File: src/rtl/ifu_pkg.sv
// Shared definitions for the instruction fetch unit: FSM encoding,
// default substitute instruction and the AXI-style OKAY response code.
package ifu_pkg;

    typedef enum logic [1:0] {
        ST_IDLE = 2'd0,
        ST_ADDR = 2'd1,
        ST_DATA = 2'd2,
        ST_HOLD = 2'd3
    } ifu_state_e;

    // Instruction handed to decode whenever a fetch faults (addi x0,x0,0).
    localparam logic [31:0] NOP_INST_DEF = 32'h0000_0013;

    // Read response value meaning the fetch completed normally.
    localparam logic [1:0]  RESP_OKAY    = 2'b00;

    // Instructions are word aligned; any set low bit makes the PC unfetchable.
    function automatic logic is_aligned(input logic [1:0] lsb);
        return (lsb == 2'b00);
    endfunction

endpackage

File: src/rtl/ifu_if.sv
// Bundle of the three handshakes the IFU sits between: PC stage -> IFU,
// IFU <-> instruction memory (address + read data channels), IFU -> decode.
//
// Handshake rule for every channel: a transfer happens on the rising clock
// edge where valid and ready are both 1. A producer that raises valid keeps
// valid and its payload unchanged until that edge; ready may change freely.
interface ifu_if #(
    parameter int BITWIDTH = 32
);
    // PC stage -> IFU
    logic                in_valid;
    logic                in_ready;
    logic [BITWIDTH-1:0] pc;
    // IFU -> memory read address
    logic                arvalid;
    logic [BITWIDTH-1:0] araddr;
    logic                arready;
    // memory -> IFU read data
    logic                rvalid;
    logic [31:0]         rdata;
    logic [1:0]          rresp;
    logic                rready;
    // IFU -> decode
    logic                out_valid;
    logic                out_ready;
    logic [31:0]         out_inst;
    logic [BITWIDTH-1:0] out_pc;
    logic                out_fault;
    // current FSM state, for observation only
    logic [1:0]          dbg_state;

    modport master (
        input  in_valid, pc, arready, rvalid, rdata, rresp, out_ready,
        output in_ready, arvalid, araddr, rready,
               out_valid, out_inst, out_pc, out_fault, dbg_state
    );

    modport slave (
        output in_valid, pc, arready, rvalid, rdata, rresp, out_ready,
        input  in_ready, arvalid, araddr, rready,
               out_valid, out_inst, out_pc, out_fault, dbg_state
    );
endinterface

File: src/rtl/ifu.sv
// Instruction fetch unit: takes one PC at a time, issues a single memory
// read for it and holds the fetched word for decode. Misaligned PCs and
// error responses are turned into a NOP flagged with out_fault.
module ifu
    import ifu_pkg::*;
#(
    parameter int          BITWIDTH = 32,
    parameter logic [31:0] NOP_INST = NOP_INST_DEF
) (
    input  logic   clk,
    input  logic   rst,
    ifu_if.master  bus
);

    localparam logic [1:0] IDLE = ST_IDLE;
    localparam logic [1:0] ADDR = ST_ADDR;
    localparam logic [1:0] DATA = ST_DATA;
    localparam logic [1:0] HOLD = ST_HOLD;

    logic [1:0]          state_q;
    logic [BITWIDTH-1:0] pc_q;
    logic [31:0]         inst_q;
    logic                fault_q;
    logic                accept;
    logic                resp_ok;

    // A new PC may enter when idle, or when the held result leaves this very
    // cycle, which gives back-to-back fetches without a bubble.
    assign bus.in_ready = (state_q == IDLE) || ((state_q == HOLD) && bus.out_ready);
    assign accept       = bus.in_valid && bus.in_ready;
    assign resp_ok      = (bus.rresp == RESP_OKAY);

    // Handshake outputs are pure state decodes so they drop the instant the
    // asynchronous reset moves the FSM to IDLE.
    assign bus.arvalid   = (state_q == ADDR);
    assign bus.araddr    = pc_q;
    assign bus.rready    = (state_q == DATA);
    assign bus.out_valid = (state_q == HOLD);
    assign bus.out_inst  = inst_q;
    assign bus.out_pc    = pc_q;
    assign bus.out_fault = fault_q;
    assign bus.dbg_state = state_q;

    // FSM plus the captured PC and result registers. pc is sampled only on
    // acceptance, so later PC-stage changes never reach araddr/out_pc.
    always_ff @(posedge clk or negedge rst) begin
        if (!rst) begin
            state_q <= IDLE;
            pc_q    <= '0;
            inst_q  <= NOP_INST;
            fault_q <= 1'b0;
        end else if (accept) begin
            pc_q <= bus.pc;
            if (is_aligned(bus.pc[1:0])) begin
                state_q <= ADDR;
            end else begin
                // Misaligned: skip memory entirely and present a faulted NOP.
                state_q <= HOLD;
                inst_q  <= NOP_INST;
                fault_q <= 1'b1;
            end
        end else begin
            case (state_q)
                ADDR: begin
                    if (bus.arready) begin
                        state_q <= DATA;
                    end
                end
                DATA: begin
                    if (bus.rvalid) begin
                        inst_q  <= resp_ok ? bus.rdata : NOP_INST;
                        fault_q <= !resp_ok;
                        state_q <= HOLD;
                    end
                end
                HOLD: begin
                    if (bus.out_ready) begin
                        state_q <= IDLE;
                    end
                end
                default: begin
                    state_q <= state_q;
                end
            endcase
        end
    end

endmodule

File: src/flat_wrapper.sv
// flat-port wrapper written by rule: the top's interface ports become plain ports
module ifu_flat import ifu_pkg::*;
#(
    parameter int          BITWIDTH = 32,
    parameter logic [31:0] NOP_INST = NOP_INST_DEF
)
  (clk, rst, bus_in_valid, bus_pc, bus_arready, bus_rvalid, bus_rdata, bus_rresp, bus_out_ready, bus_in_ready, bus_arvalid, bus_araddr, bus_rready, bus_out_valid, bus_out_inst, bus_out_pc, bus_out_fault, bus_dbg_state);
  ifu_if #(.BITWIDTH(BITWIDTH)) bus_i ();
  input  logic clk;
  input  logic rst;
  input wire logic [$bits(bus_i.in_valid)-1:0] bus_in_valid;
  input wire logic [$bits(bus_i.pc)-1:0] bus_pc;
  input wire logic [$bits(bus_i.arready)-1:0] bus_arready;
  input wire logic [$bits(bus_i.rvalid)-1:0] bus_rvalid;
  input wire logic [$bits(bus_i.rdata)-1:0] bus_rdata;
  input wire logic [$bits(bus_i.rresp)-1:0] bus_rresp;
  input wire logic [$bits(bus_i.out_ready)-1:0] bus_out_ready;
  output wire logic [$bits(bus_i.in_ready)-1:0] bus_in_ready;
  output wire logic [$bits(bus_i.arvalid)-1:0] bus_arvalid;
  output wire logic [$bits(bus_i.araddr)-1:0] bus_araddr;
  output wire logic [$bits(bus_i.rready)-1:0] bus_rready;
  output wire logic [$bits(bus_i.out_valid)-1:0] bus_out_valid;
  output wire logic [$bits(bus_i.out_inst)-1:0] bus_out_inst;
  output wire logic [$bits(bus_i.out_pc)-1:0] bus_out_pc;
  output wire logic [$bits(bus_i.out_fault)-1:0] bus_out_fault;
  output wire logic [$bits(bus_i.dbg_state)-1:0] bus_dbg_state;
  assign bus_i.in_valid = bus_in_valid;
  assign bus_i.pc = bus_pc;
  assign bus_i.arready = bus_arready;
  assign bus_i.rvalid = bus_rvalid;
  assign bus_i.rdata = bus_rdata;
  assign bus_i.rresp = bus_rresp;
  assign bus_i.out_ready = bus_out_ready;
  assign bus_in_ready = bus_i.in_ready;
  assign bus_arvalid = bus_i.arvalid;
  assign bus_araddr = bus_i.araddr;
  assign bus_rready = bus_i.rready;
  assign bus_out_valid = bus_i.out_valid;
  assign bus_out_inst = bus_i.out_inst;
  assign bus_out_pc = bus_i.out_pc;
  assign bus_out_fault = bus_i.out_fault;
  assign bus_dbg_state = bus_i.dbg_state;
  ifu #(.BITWIDTH(BITWIDTH), .NOP_INST(NOP_INST)) u_core (.clk(clk), .rst(rst), .bus(bus_i));
endmodule
File: config.mk
export PLATFORM = sky130hd
export DESIGN_NAME = ifu_flat
export DESIGN_NICKNAME = d
export VERILOG_FILES = /design/src/rtl/ifu_pkg.sv /design/src/rtl/ifu_if.sv /design/src/rtl/ifu.sv /design/src/flat_wrapper.sv
export SDC_FILE = /design/constraint.sdc
export NUM_CORES = 1
export LEC_CHECK = 0
export ABC_AREA = 1
export CORE_MARGIN = 2
export CORE_UTILIZATION = 39
export CTS_BUF_LIST = sky130_fd_sc_hd__clkbuf_8 sky130_fd_sc_hd__clkbuf_16
export DETAILED_ROUTE_END_ITERATION = 10
export PLACE_DENSITY = 0.82
export SLEW_MARGIN = 25
export SYNTH_ARGS = -nofsm -noshare
export SYNTH_HDL_FRONTEND = slang
export SYNTH_SLANG_ARGS = --single-unit
File: constraint.sdc
create_clock -name clk -period 4.05 [get_ports clk]
set_input_delay 0.81 -clock clk [delete_from_list [all_inputs] [get_ports clk]]
set_output_delay 0.81 -clock clk [all_outputs]
set_load 0.01 [all_outputs]
# After elaboration in Yosys (flattened, before gate mapping)
# Cells that the tools add are included.
# word_totals
wordCells,38
reg_bits,67
input_bits,72
# classes
reduce_logical,12
n_mux,15
n_eq_ne,7
# ops
op,n
$mux 32,5
$mux 2,5
$ne 3x2->1 const B,3
$logic_not 2->1,3
$pmux 2 s3,1
$eq 2x2->1 const B,2
$mux 1,4
$reduce_and 4->1,1
$reduce_bool 2->1,2
$reduce_bool 4->1,1
$reduce_and 3->1,1
$eq 2x1->1 const B,1
$logic_and 1x1->1,2
$ne 2x2->1 const B,1
$logic_not 1->1,1
$logic_or 1x1->1,1

# Longest topological paths before layout
# Gate-level depths: netlist of run 1.
# depth
word_depth,6
mapped_depth,11
depth_no_buf,10

# Worst setup path before layout of run 1
# No wires, ideal clock.
# synth_timing
kind,input-to-output
startpoint,input port bus_out_ready
endpoint,output port bus_in_ready
stages,2
t_arrival_ps,971
path_buffers,0
slack_ps,2269
path_cell_list,nand2_2 > nand2_2
# synth_via
elab_chain_len,2
# synth_lines
element,line,source
"start, declared",flat_wrapper.sv:17,input wire logic [$bits(bus_i.out_ready)-1:0] bus_out_ready;
$logic_and 1x1->1,ifu.sv:29,assign bus.in_ready = (state_q == IDLE) || ((state_q == HOLD) && bus.out_ready);
$logic_or 1x1->1,ifu.sv:29,
"end, declared",flat_wrapper.sv:18,output wire logic [$bits(bus_i.in_ready)-1:0] bus_in_ready;
# Every way passes these cells.

# Worst setup path after layout of run 1
# Ends and elaborated chain as after synthesis.

==> impl_metrics.env, run 1 <==
export IMPL_remaining_drc_errors=0
export IMPL_nFillCells=713
export IMPL_worst_path_buf_inv=2
export IMPL_ant_nets=0
export IMPL_clock_slew_seen_by_the_registers_of_the_worst_setup_and_hold_paths_ns=0.06
export IMPL_place_area_mm2=0.004817
export IMPL_setup_tns_ns=0
export IMPL_maxClockFrequency_mhz=353.0
export IMPL_hold_class="reg2reg"
export IMPL_cts_resized=0
export IMPL_rsz0062_at_grt="false"
export IMPL_slew_headroom_pct=46.81
export IMPL_first_global_vias=3043
export IMPL_avgSynthCellArea_um2=7.890
export IMPL_r2r_start="u_core.bus.dbg_state[0]"
export IMPL_placementRows=33
export IMPL_maxSlewViolCount=0
export IMPL_synth_to_layout_area_growth_pct=52.96
export IMPL_finish_cell_count_without_fillers=660
export IMPL_layout_commonest_cell="nand2_1"
export IMPL_tritoncts="done"
export IMPL_dp_final_hpwl_um=6354
export IMPL_power_density_mw_per_mm2=754.1
export IMPL_insertion_delay_to_the_later_sink_of_the_worst_skew_pair_ns=0.33
export IMPL_critPathLaunchType="primary input"
export IMPL_hold_viol_final=0
export IMPL_clk_root_buffer_cell="clkbuf_8"
export IMPL_antenna_found_initial=0
export IMPL_grt_pass1_wl_um=13740
export IMPL_die_area_mm2=0.009145
export IMPL_avgViaCountPerCell=4.650
export IMPL_worst_path_largest_cell_delay_ns=0.54
export IMPL_numCtsBuffers=9
export IMPL_gp_routability_congestion=0.7659
export IMPL_timing_critical_path_slowest_stage_cell="clkdlybuf4s50_1"
export IMPL_max_cap_violations=0
export IMPL_core_area_mm2=0.008175
export IMPL_run_status="completed"
export IMPL_ys_ff_latch=67
export IMPL_synth_net_count=491
export IMPL_setup_viol=0
export IMPL_post_route_cells_drive_above_1_share_pct=5.766
export IMPL_cts_htree_levels=3
export IMPL_crit_path_max_fanout=3
export IMPL_final_area_mm2=0.005009
export IMPL_cp_required_ns=3.24
export IMPL_netlist_instances=415
export IMPL_synth_sequential_area_ratio_pct=51.32
export IMPL_detail_route_wirelength_um=8905
export IMPL_place_detailed_instances=644
export IMPL_sinks_on_the_clock_net=67
export IMPL_cp_data_arrival_time_ns=2.02
export IMPL_setup_worst_path_end_class="output pin"
export IMPL_cell_chain_critical_path="clkdlybuf4s50_1 -> nand2_2 -> nand2_2 -> clkdlybuf4s50_1"
export IMPL_overflow=0
export IMPL_overall_power_of_the_completed_layout_uw=3777
export IMPL_buffer_ports_inserted=174
export IMPL_timing_critical_path_max_delay_family="buffers and inverters"
export IMPL_drtIter0Drc=98
export IMPL_clock_path_buffers=2
export IMPL_most_common_layout_cells="nand2_1, clkdlybuf4s50_1, dfrtp_1"
export IMPL_grt_max_degree=39
export IMPL_netlist_area_mm2=0.003274
export IMPL_groute_usage_overall_pct=19.40
export IMPL_timing_worst_slew_pin_value_ns=0.7978
export IMPL_static_leakage_power_uw=0.002429
export IMPL_initial_core_util_pct=40.05
export IMPL_critical_path_class="in2out"
export IMPL_worst_hold_startpoint="u_core.bus.out_inst[0]"
export IMPL_cts_hold_fix_buffers=0
export IMPL_die_height_um=95.63
export IMPL_inserted_diodes=0
export IMPL_vias=3069
export IMPL_synth_cell_types=18
export IMPL_skew_ns=0.01022
export IMPL_vdd_drop_max_v=0.0004389
export IMPL_startpoint="bus_out_ready"
export IMPL_cts_repair_timing_setup_buffer_count=0
export IMPL_num_nets_final=626
export IMPL_drt_wirelength_per_cell_um=13.49
export IMPL_io_pin_count=175
export IMPL_yosysWarningCount=0
export IMPL_post_layout_minimum_cycle_time_ns=2.832
export IMPL_detailedRoute_firstPassIterationCount=4
export IMPL_final_setup_worst_slack_ns=1.218
export IMPL_fp_dieW_um=95.63
export IMPL_detailedPlace_worstSlack_ns=1.143
export IMPL_final_min_period_over_clock_period_pct=69.94
## registers in the layout, summed over array words and instances (netlist names)
register	count
u_core.bus.araddr	32
u_core.bus.out_inst	32
u_core.bus.dbg_state	2
u_core.bus.out_fault	1
## worst reg2reg max path, cell delays in order (launching register included)
cell and delay [ns]:
dfrtp_1 0.43, ha_1 0.29, nand2_2 0.13, nand2_2 0.09, nand2_2 0.13, nand2_1 0.08, nand2_2 0.48, nand2_4 0.39
nand2_1 0.17, nand2_1 0.06
## per-layer routing
metal,global-route usage (%),routed length [um],vias to the layer above
li1,-,-,1510
met2,35.49,4531,142
met3,4.901,740,6
met5,0,0,-
met1,22.80,3592,1411
met4,4.286,40,0
## where the power goes
| group | total (uW) | internal, uW | switching, uW |
|---|---|---|---|
| Sequential | 1220 | 992 | 225 |
| Clock | 518 | 284 | 234 |
| Combinational | 2040 | 1070 | 975 |
| Total | 3780 | 2340 | 1430 |
## metrics by stage
stage	util [%]	hold slack (ns)
6_report	61.26	0.4635
5_1_grt	61.26	0.4825
4_1_cts	61.26	0.4659
3_5_place_dp	58.92	0.4561
3_3_place_gp	58.86	0.4519
2_1_floorplan	-	0.4673
## cells by family (layout without fill, tap and decap cells)
family	after synthesis	after routing	share of synthesized area, %
simple gates	277	277	33.97
flops	67	67	51.32
buf+inv	62	202	12.23
compound gates	5	5	0.9553
fa+ha+maj	4	4	1.529
## final cells by class
class                   count  area, um^2  share of cell area (%)
flip-flops and latches     67        1680                   33.55
clock buffers              13       178.9                   3.572
multi-input cells         286        1209                   24.13
inverters                   8       30.03                  0.5996
repair buffers            178        1767                   35.27
clock inverters             3       12.51                  0.2498
well taps                 105       131.4                   2.623
## synth_stat cells
cell type / number / area [um^2]
buf_4: 35 / 262.8
buf_6: 3 / 33.78
nor2_1: 30 / 112.6
a21boi_2: 1 / 11.26
o21ai_0: 4 / 20.02
dfrtp_1: 64 / 1602
nand2_2: 5 / 31.28
ha_1: 4 / 50.05
nor3_1: 3 / 15.01
nand2_4: 1 / 11.26
or2_2: 1 / 6.260
nand2_1: 200 / 750.7
inv_2: 1 / 3.750
buf_2: 11 / 55.05
inv_1: 7 / 26.28
nand3_1: 37 / 185.2
dfstp_2: 3 / 78.83
clkbuf_1: 5 / 18.77
## final timing paths
path	endpoint	slack (ns)	cells past startpoint
worst max register to register	u_core.bus.out_inst[27]	1.68	9
max in group asynchronous	u_core.bus.araddr[19]	2.58	2
worst max-delay path	bus_in_ready	1.22	4
worst min register to register	u_core.bus.out_inst[0]	0.46	2
min in group asynchronous	u_core.bus.out_inst[22]	0.56	1
worst min-delay path	u_core.bus.out_inst[0]	0.46	2
Power figures use the tool's default switching activity.
==> run 2, diff against run 1 <==
==> constraint.sdc (replaced) <==
create_clock -name clk -period 2.9 [get_ports clk]
set_input_delay 0.58 -clock clk [delete_from_list [all_inputs] [get_ports clk]]
set_output_delay 0.58 -clock clk [all_outputs]
set_load 0.01 [all_outputs]
==> run 2 against run 1 <==
Effect of this change: critical path depth unchanged; combinational power up 41%; final cell count up 0.30%; die area unchanged; first-iteration DRC count up 24%; setup slack worse by 0.73 ns; worst hold slack worse by 0.16 ns; clock power up 34%; register-to-register slack worse by 0.88 ns; cell area up 0.60%; core utilization up 0.37 points; sequential power up 40%; largest cell class unchanged; largest power group unchanged.
==> impl_metrics.env, run 2 (synthesis results as in run 1) <==
export IMPL_clock_path_buffers=2
export IMPL_place_detailed_instances=647
export IMPL_inserted_diodes=0
export IMPL_power_density_mw_per_mm2=1050
export IMPL_max_cap_violations=0
export IMPL_tritoncts="done"
export IMPL_avgViaCountPerCell=4.677
export IMPL_skew_ns=0.006558
export IMPL_clock_slew_seen_by_the_registers_of_the_worst_setup_and_hold_paths_ns=0.07
export IMPL_overflow=0
export IMPL_antenna_found_initial=0
export IMPL_detailedRoute_firstPassIterationCount=4
export IMPL_cts_repair_timing_setup_buffer_count=0
export IMPL_gp_routability_congestion=0.8534
export IMPL_ant_nets=0
export IMPL_num_nets_final=629
export IMPL_hold_viol_final=0
export IMPL_maxClockFrequency_mhz=414.1
export IMPL_r2r_start="u_core.bus.dbg_state[0]"
export IMPL_cts_resized=0
export IMPL_cp_required_ns=2.32
export IMPL_cell_chain_critical_path="clkdlybuf4s50_1 -> nand2_2 -> nand2_2 -> clkdlybuf4s50_1"
export IMPL_clk_root_buffer_cell="clkbuf_8"
export IMPL_slew_headroom_pct=51.99
export IMPL_hold_class="in2async"
export IMPL_static_leakage_power_uw=0.002442
export IMPL_groute_usage_overall_pct=19.90
export IMPL_worst_path_buf_inv=2
export IMPL_core_area_mm2=0.008175
export IMPL_critical_path_class="in2out"
export IMPL_numCtsBuffers=9
export IMPL_timing_critical_path_max_delay_family="buffers and inverters"
export IMPL_io_pin_count=175
export IMPL_sinks_on_the_clock_net=67
export IMPL_setup_viol=0
export IMPL_die_area_mm2=0.009145
export IMPL_dp_final_hpwl_um=6767
export IMPL_nFillCells=689
export IMPL_cp_data_arrival_time_ns=1.84
export IMPL_fp_dieW_um=95.63
export IMPL_detail_route_wirelength_um=9135
export IMPL_first_global_vias=2978
export IMPL_startpoint="bus_out_ready"
export IMPL_grt_pass1_wl_um=13960
export IMPL_setup_tns_ns=0
export IMPL_layout_commonest_cell="nand2_1"
export IMPL_drtIter0Drc=122
export IMPL_rsz0062_at_grt="false"
export IMPL_cts_htree_levels=3
export IMPL_insertion_delay_to_the_later_sink_of_the_worst_skew_pair_ns=0.33
export IMPL_vias=3096
export IMPL_die_height_um=95.63
export IMPL_overall_power_of_the_completed_layout_uw=5292
export IMPL_worst_path_largest_cell_delay_ns=0.57
export IMPL_cts_hold_fix_buffers=0
export IMPL_drt_wirelength_per_cell_um=13.80
export IMPL_remaining_drc_errors=0
export IMPL_vdd_drop_max_v=0.0004672
export IMPL_multi_input_comb_area_mm2=0.001204
export IMPL_buffer_ports_inserted=174
export IMPL_sequential_cell_area_mm2=0.001680
export IMPL_final_min_period_over_clock_period_pct=83.28
export IMPL_most_common_layout_cells="nand2_1, clkdlybuf4s50_1, dfrtp_1"
export IMPL_synth_to_layout_area_growth_pct=53.88
export IMPL_setup_worst_path_end_class="output pin"
export IMPL_placementRows=33
export IMPL_post_route_cells_drive_above_1_share_pct=6.284
export IMPL_finish_cell_count_without_fillers=662
export IMPL_initial_core_util_pct=40.05
export IMPL_grt_max_degree=38
export IMPL_timing_critical_path_slowest_stage_cell="clkdlybuf4s50_1"
export IMPL_post_layout_minimum_cycle_time_ns=2.415
export IMPL_critPathLaunchType="primary input"
export IMPL_run_status="completed"
export IMPL_timing_worst_slew_pin_value_ns=0.7202
export IMPL_crit_path_max_fanout=3
export IMPL_maxSlewViolCount=0
run 2: cell count changes in the layout (fill, tap and decap cells not counted):
cell,delta
buf_12,+2
buf_4,+1
clkbuf_8,-1
clkinv_2,+1
inv_1,-1
nor2_2,+1
nor2_4,-1
run 2: per-stage QoR:
| stage | setup WS [ns] | utilization [%] | hold WS (ns) | cell area, um^2 |
|---|---|---|---|---|
| finish | 0.4850 | 61.63 | 0.3011 | 5039 |
| floorplan | 1.262 | - | 0.2844 | 3274 |
| CTS | 0.4673 | 61.63 | 0.3176 | 5039 |
| detailed placement | 0.4578 | 59.44 | 0.4643 | 4860 |
| global route | 0.4507 | 61.63 | 0.3496 | 5039 |
| global placement | 0.4789 | 59.44 | 0.4532 | 4860 |
run 2: worst reg2reg max path: cells and delay by family, from the launching register on:
family	cells	cell delay (ns)
adder cells (fa/ha/maj)	1	0.27
AND/OR/NAND/NOR	8	1.28
flip-flops	1	0.43
run 2: worst paths after layout:
kind | slack [ns] | endpoint | cells past startpoint
setup / recovery | 0.48 | bus_in_ready | 4
hold / removal | 0.30 | u_core.bus.out_inst[20] | 1
setup reg to reg | 0.80 | u_core.bus.out_inst[30] | 9
hold reg to reg | 0.47 | u_core.bus.out_inst[1] | 2
max in group asynchronous | 1.88 | u_core.bus.out_inst[1] | 2
min in group clk | 0.47 | u_core.bus.out_inst[1] | 2
run 2: report_power, final:
part	leakage, uW	internal (uW)	total (uW)	switching [uW]
clock	0.0000994	370	696	326
sequential	0.000860	1390	1710	326
combinational	0.00148	1520	2880	1360
run 2: metal layers:
layer | wire length (um) | global-route usage (%) | part of all wire, %
met1 | 3647 | 23.38 | 40
met5 | 0 | 0 | 0
met3 | 565 | 4.190 | 6.2
met2 | 4834 | 36.01 | 53
met4 | 88 | 6.429 | 0.96
run 2: area by class of cell:
class	instances	area share (%)
clock buffers	12	3.278
well taps	105	2.607
clock inverters	3	0.2732
flip-flops and latches	67	33.35
multi-input cells	286	23.89
inverters	8	0.5960
repair buffers	181	36.01
==> run 3, diff against run 2 <==
==> constraint.sdc (replaced) <==
create_clock -name clk -period 2.29 [get_ports clk]
set_input_delay 0.458 -clock clk [delete_from_list [all_inputs] [get_ports clk]]
set_output_delay 0.458 -clock clk [all_outputs]
set_load 0.01 [all_outputs]
==> run 3 against run 2 <==
Effect of this change: non-clock buffer count is 5 higher; first-iteration DRC count is 47% lower; count of clock-buffer cells in the layout is 2 lower; global-route usage is 0.35 points lower; core utilization increased by 0.11 points; combinational power increased by 27%; worst hold slack got worse by 0.19 ns; die area did not move; sequential share of layout area shrank 0.058 points; flip-flop and latch count stayed put; register-to-register slack got worse by 0.23 ns; via count shrank 1.5%; largest power group unchanged.
==> impl_metrics.env, run 3 (synthesis results as in run 1) <==
export IMPL_run_status="completed"
export IMPL_critical_path_class="reg2out"
export IMPL_dp_final_hpwl_um=6483
export IMPL_startpoint="u_core.bus.dbg_state[0]"
export IMPL_slew_headroom_pct=63.81
export IMPL_drtIter0Drc=65
export IMPL_remaining_drc_errors=0
export IMPL_static_leakage_power_uw=0.002455
export IMPL_gp_routability_congestion=0.8302
export IMPL_post_route_cells_drive_above_1_share_pct=7.117
export IMPL_final_area_mm2=0.005047
export IMPL_hold_viol_final=0
export IMPL_synth_to_layout_area_growth_pct=54.15
export IMPL_detailedRoute_firstPassIterationCount=4
export IMPL_maxSlewViolCount=0
export IMPL_maxClockFrequency_mhz=458.0
export IMPL_r2r_start="u_core.bus.dbg_state[0]"
export IMPL_skew_ns=0.006070
export IMPL_fin_hold_ws_ns=0.1143
export IMPL_drt_wirelength_per_cell_um=13.02
export IMPL_power_density_mw_per_mm2=1314
export IMPL_tritoncts="done"
export IMPL_most_common_layout_cells="nand2_1, clkdlybuf4s50_1, dfrtp_1"
export IMPL_grt_pass1_wl_um=13860
export IMPL_sinks_on_the_clock_net=67
export IMPL_cts_htree_levels=3
export IMPL_fp_dieW_um=95.63
export IMPL_critPathLaunchType="register"
export IMPL_clock_slew_seen_by_the_registers_of_the_worst_setup_and_hold_paths_ns=0.07
export IMPL_numCtsBuffers=9
export IMPL_io_pin_count=175
export IMPL_inserted_diodes=0
export IMPL_insertion_delay_to_the_later_sink_of_the_worst_skew_pair_ns=0.32
export IMPL_buffer_ports_inserted=174
export IMPL_setup_worst_path_end_class="output pin"
export IMPL_groute_usage_overall_pct=19.55
export IMPL_cp_data_arrival_time_ns=1.73
export IMPL_final_min_period_over_clock_period_pct=95.34
export IMPL_timing_worst_slew_pin_value_ns=0.5428
export IMPL_vias=3050
export IMPL_antenna_found_initial=0
export IMPL_vdd_drop_max_v=0.0006389
export IMPL_ant_nets=0
export IMPL_clk_root_buffer_cell="clkbuf_8"
export IMPL_place_area_mm2=0.004885
export IMPL_first_global_vias=2969
export IMPL_detail_route_wirelength_um=8686
export IMPL_setup_viol=0
export IMPL_cp_required_ns=1.83
export IMPL_layout_commonest_cell="nand2_1"
export IMPL_overall_power_of_the_completed_layout_uw=6634
export IMPL_cts_hold_fix_buffers=0
export IMPL_initial_core_util_pct=40.05
export IMPL_avgViaCountPerCell=4.573
export IMPL_grt_max_degree=34
export IMPL_placementRows=33
export IMPL_max_cap_violations=0
export IMPL_hold_class="in2async"
export IMPL_crit_path_max_fanout=5
export IMPL_r2r_setup_slack_ns=0.57
export IMPL_post_layout_minimum_cycle_time_ns=2.183
export IMPL_clock_path_buffers=2
export IMPL_overflow=0
export IMPL_die_height_um=95.63
export IMPL_num_nets_final=634
export IMPL_final_core_utilization_pct=61.74
export IMPL_rsz0062_at_grt="false"
export IMPL_core_area_mm2=0.008175
export IMPL_setup_tns_ns=0
export IMPL_die_area_mm2=0.009145
run 3: cell types whose count changed in the layout (fill, tap and decap cells not counted):
cell	delta
ha_2	+1
inv_1	+1
ha_1	-1
buf_4	+6
clkinv_2	+1
buf_12	-1
clkbuf_8	-2
run 3: metrics by stage:
step	std cells	setup WS [ns]
2_1_floorplan	415	0.6516
3_3_place_gp	652	0.1696
3_5_place_dp	652	0.1713
4_1_cts	667	0.06397
5_1_grt	667	0.007507
6_report	667	0.1066
run 3: timing repair:
| action | CTS | global route |
|---|---|---|
| buffers inserted | 0 | 0 |
| resized for setup | 0 | 1 |
| setup endpoints to repair | 0 | 1 |
run 3: layer usage:
layer  vias to the layer above  GRT usage (%)  share of wire [%]
met3                         9          4.348                6.5
met4                         0          7.381                1.3
met1                      1402          24.57                 42
met2                       111          32.87                 51
met5                         -              0                  0
li1                       1528              -                  -
run 3: layout make-up:
type	instances	area [um^2]
multi-input combinational	286	1206
clock inverter	5	22.52
sequential	67	1680
clock buffer	10	137.6
inverter	8	30.03
fill	720	3128
tap	105	131.4
timing repair buffer	186	1839
run 3: worst max-delay path, cell delays in order (launching register included):
cell	delay [ns]
dfrtp_1	0.43
ha_2	0.25
nand2_2	0.10
nand2_2	0.10
clkdlybuf4s50_1	0.54
run 3: path summary, 6_finish.rpt:
kind                                           end  cells past startpoint
min in group clk            u_core.bus.out_inst[0]                      2
setup reg to reg           u_core.bus.out_inst[28]                     10
hold reg to reg             u_core.bus.out_inst[0]                      2
hold / removal             u_core.bus.out_inst[25]                      1
setup / recovery                      bus_in_ready                      4
max in group asynchronous  u_core.bus.out_inst[18]                      2
run 3: power by group:
group | internal (uW) | leakage, uW | switching [uW] | total [uW]
clock network | 403 | 0.0000943 | 409 | 812
logic | 1950 | 0.00150 | 1730 | 3670
registers | 1760 | 0.000860 | 392 | 2150
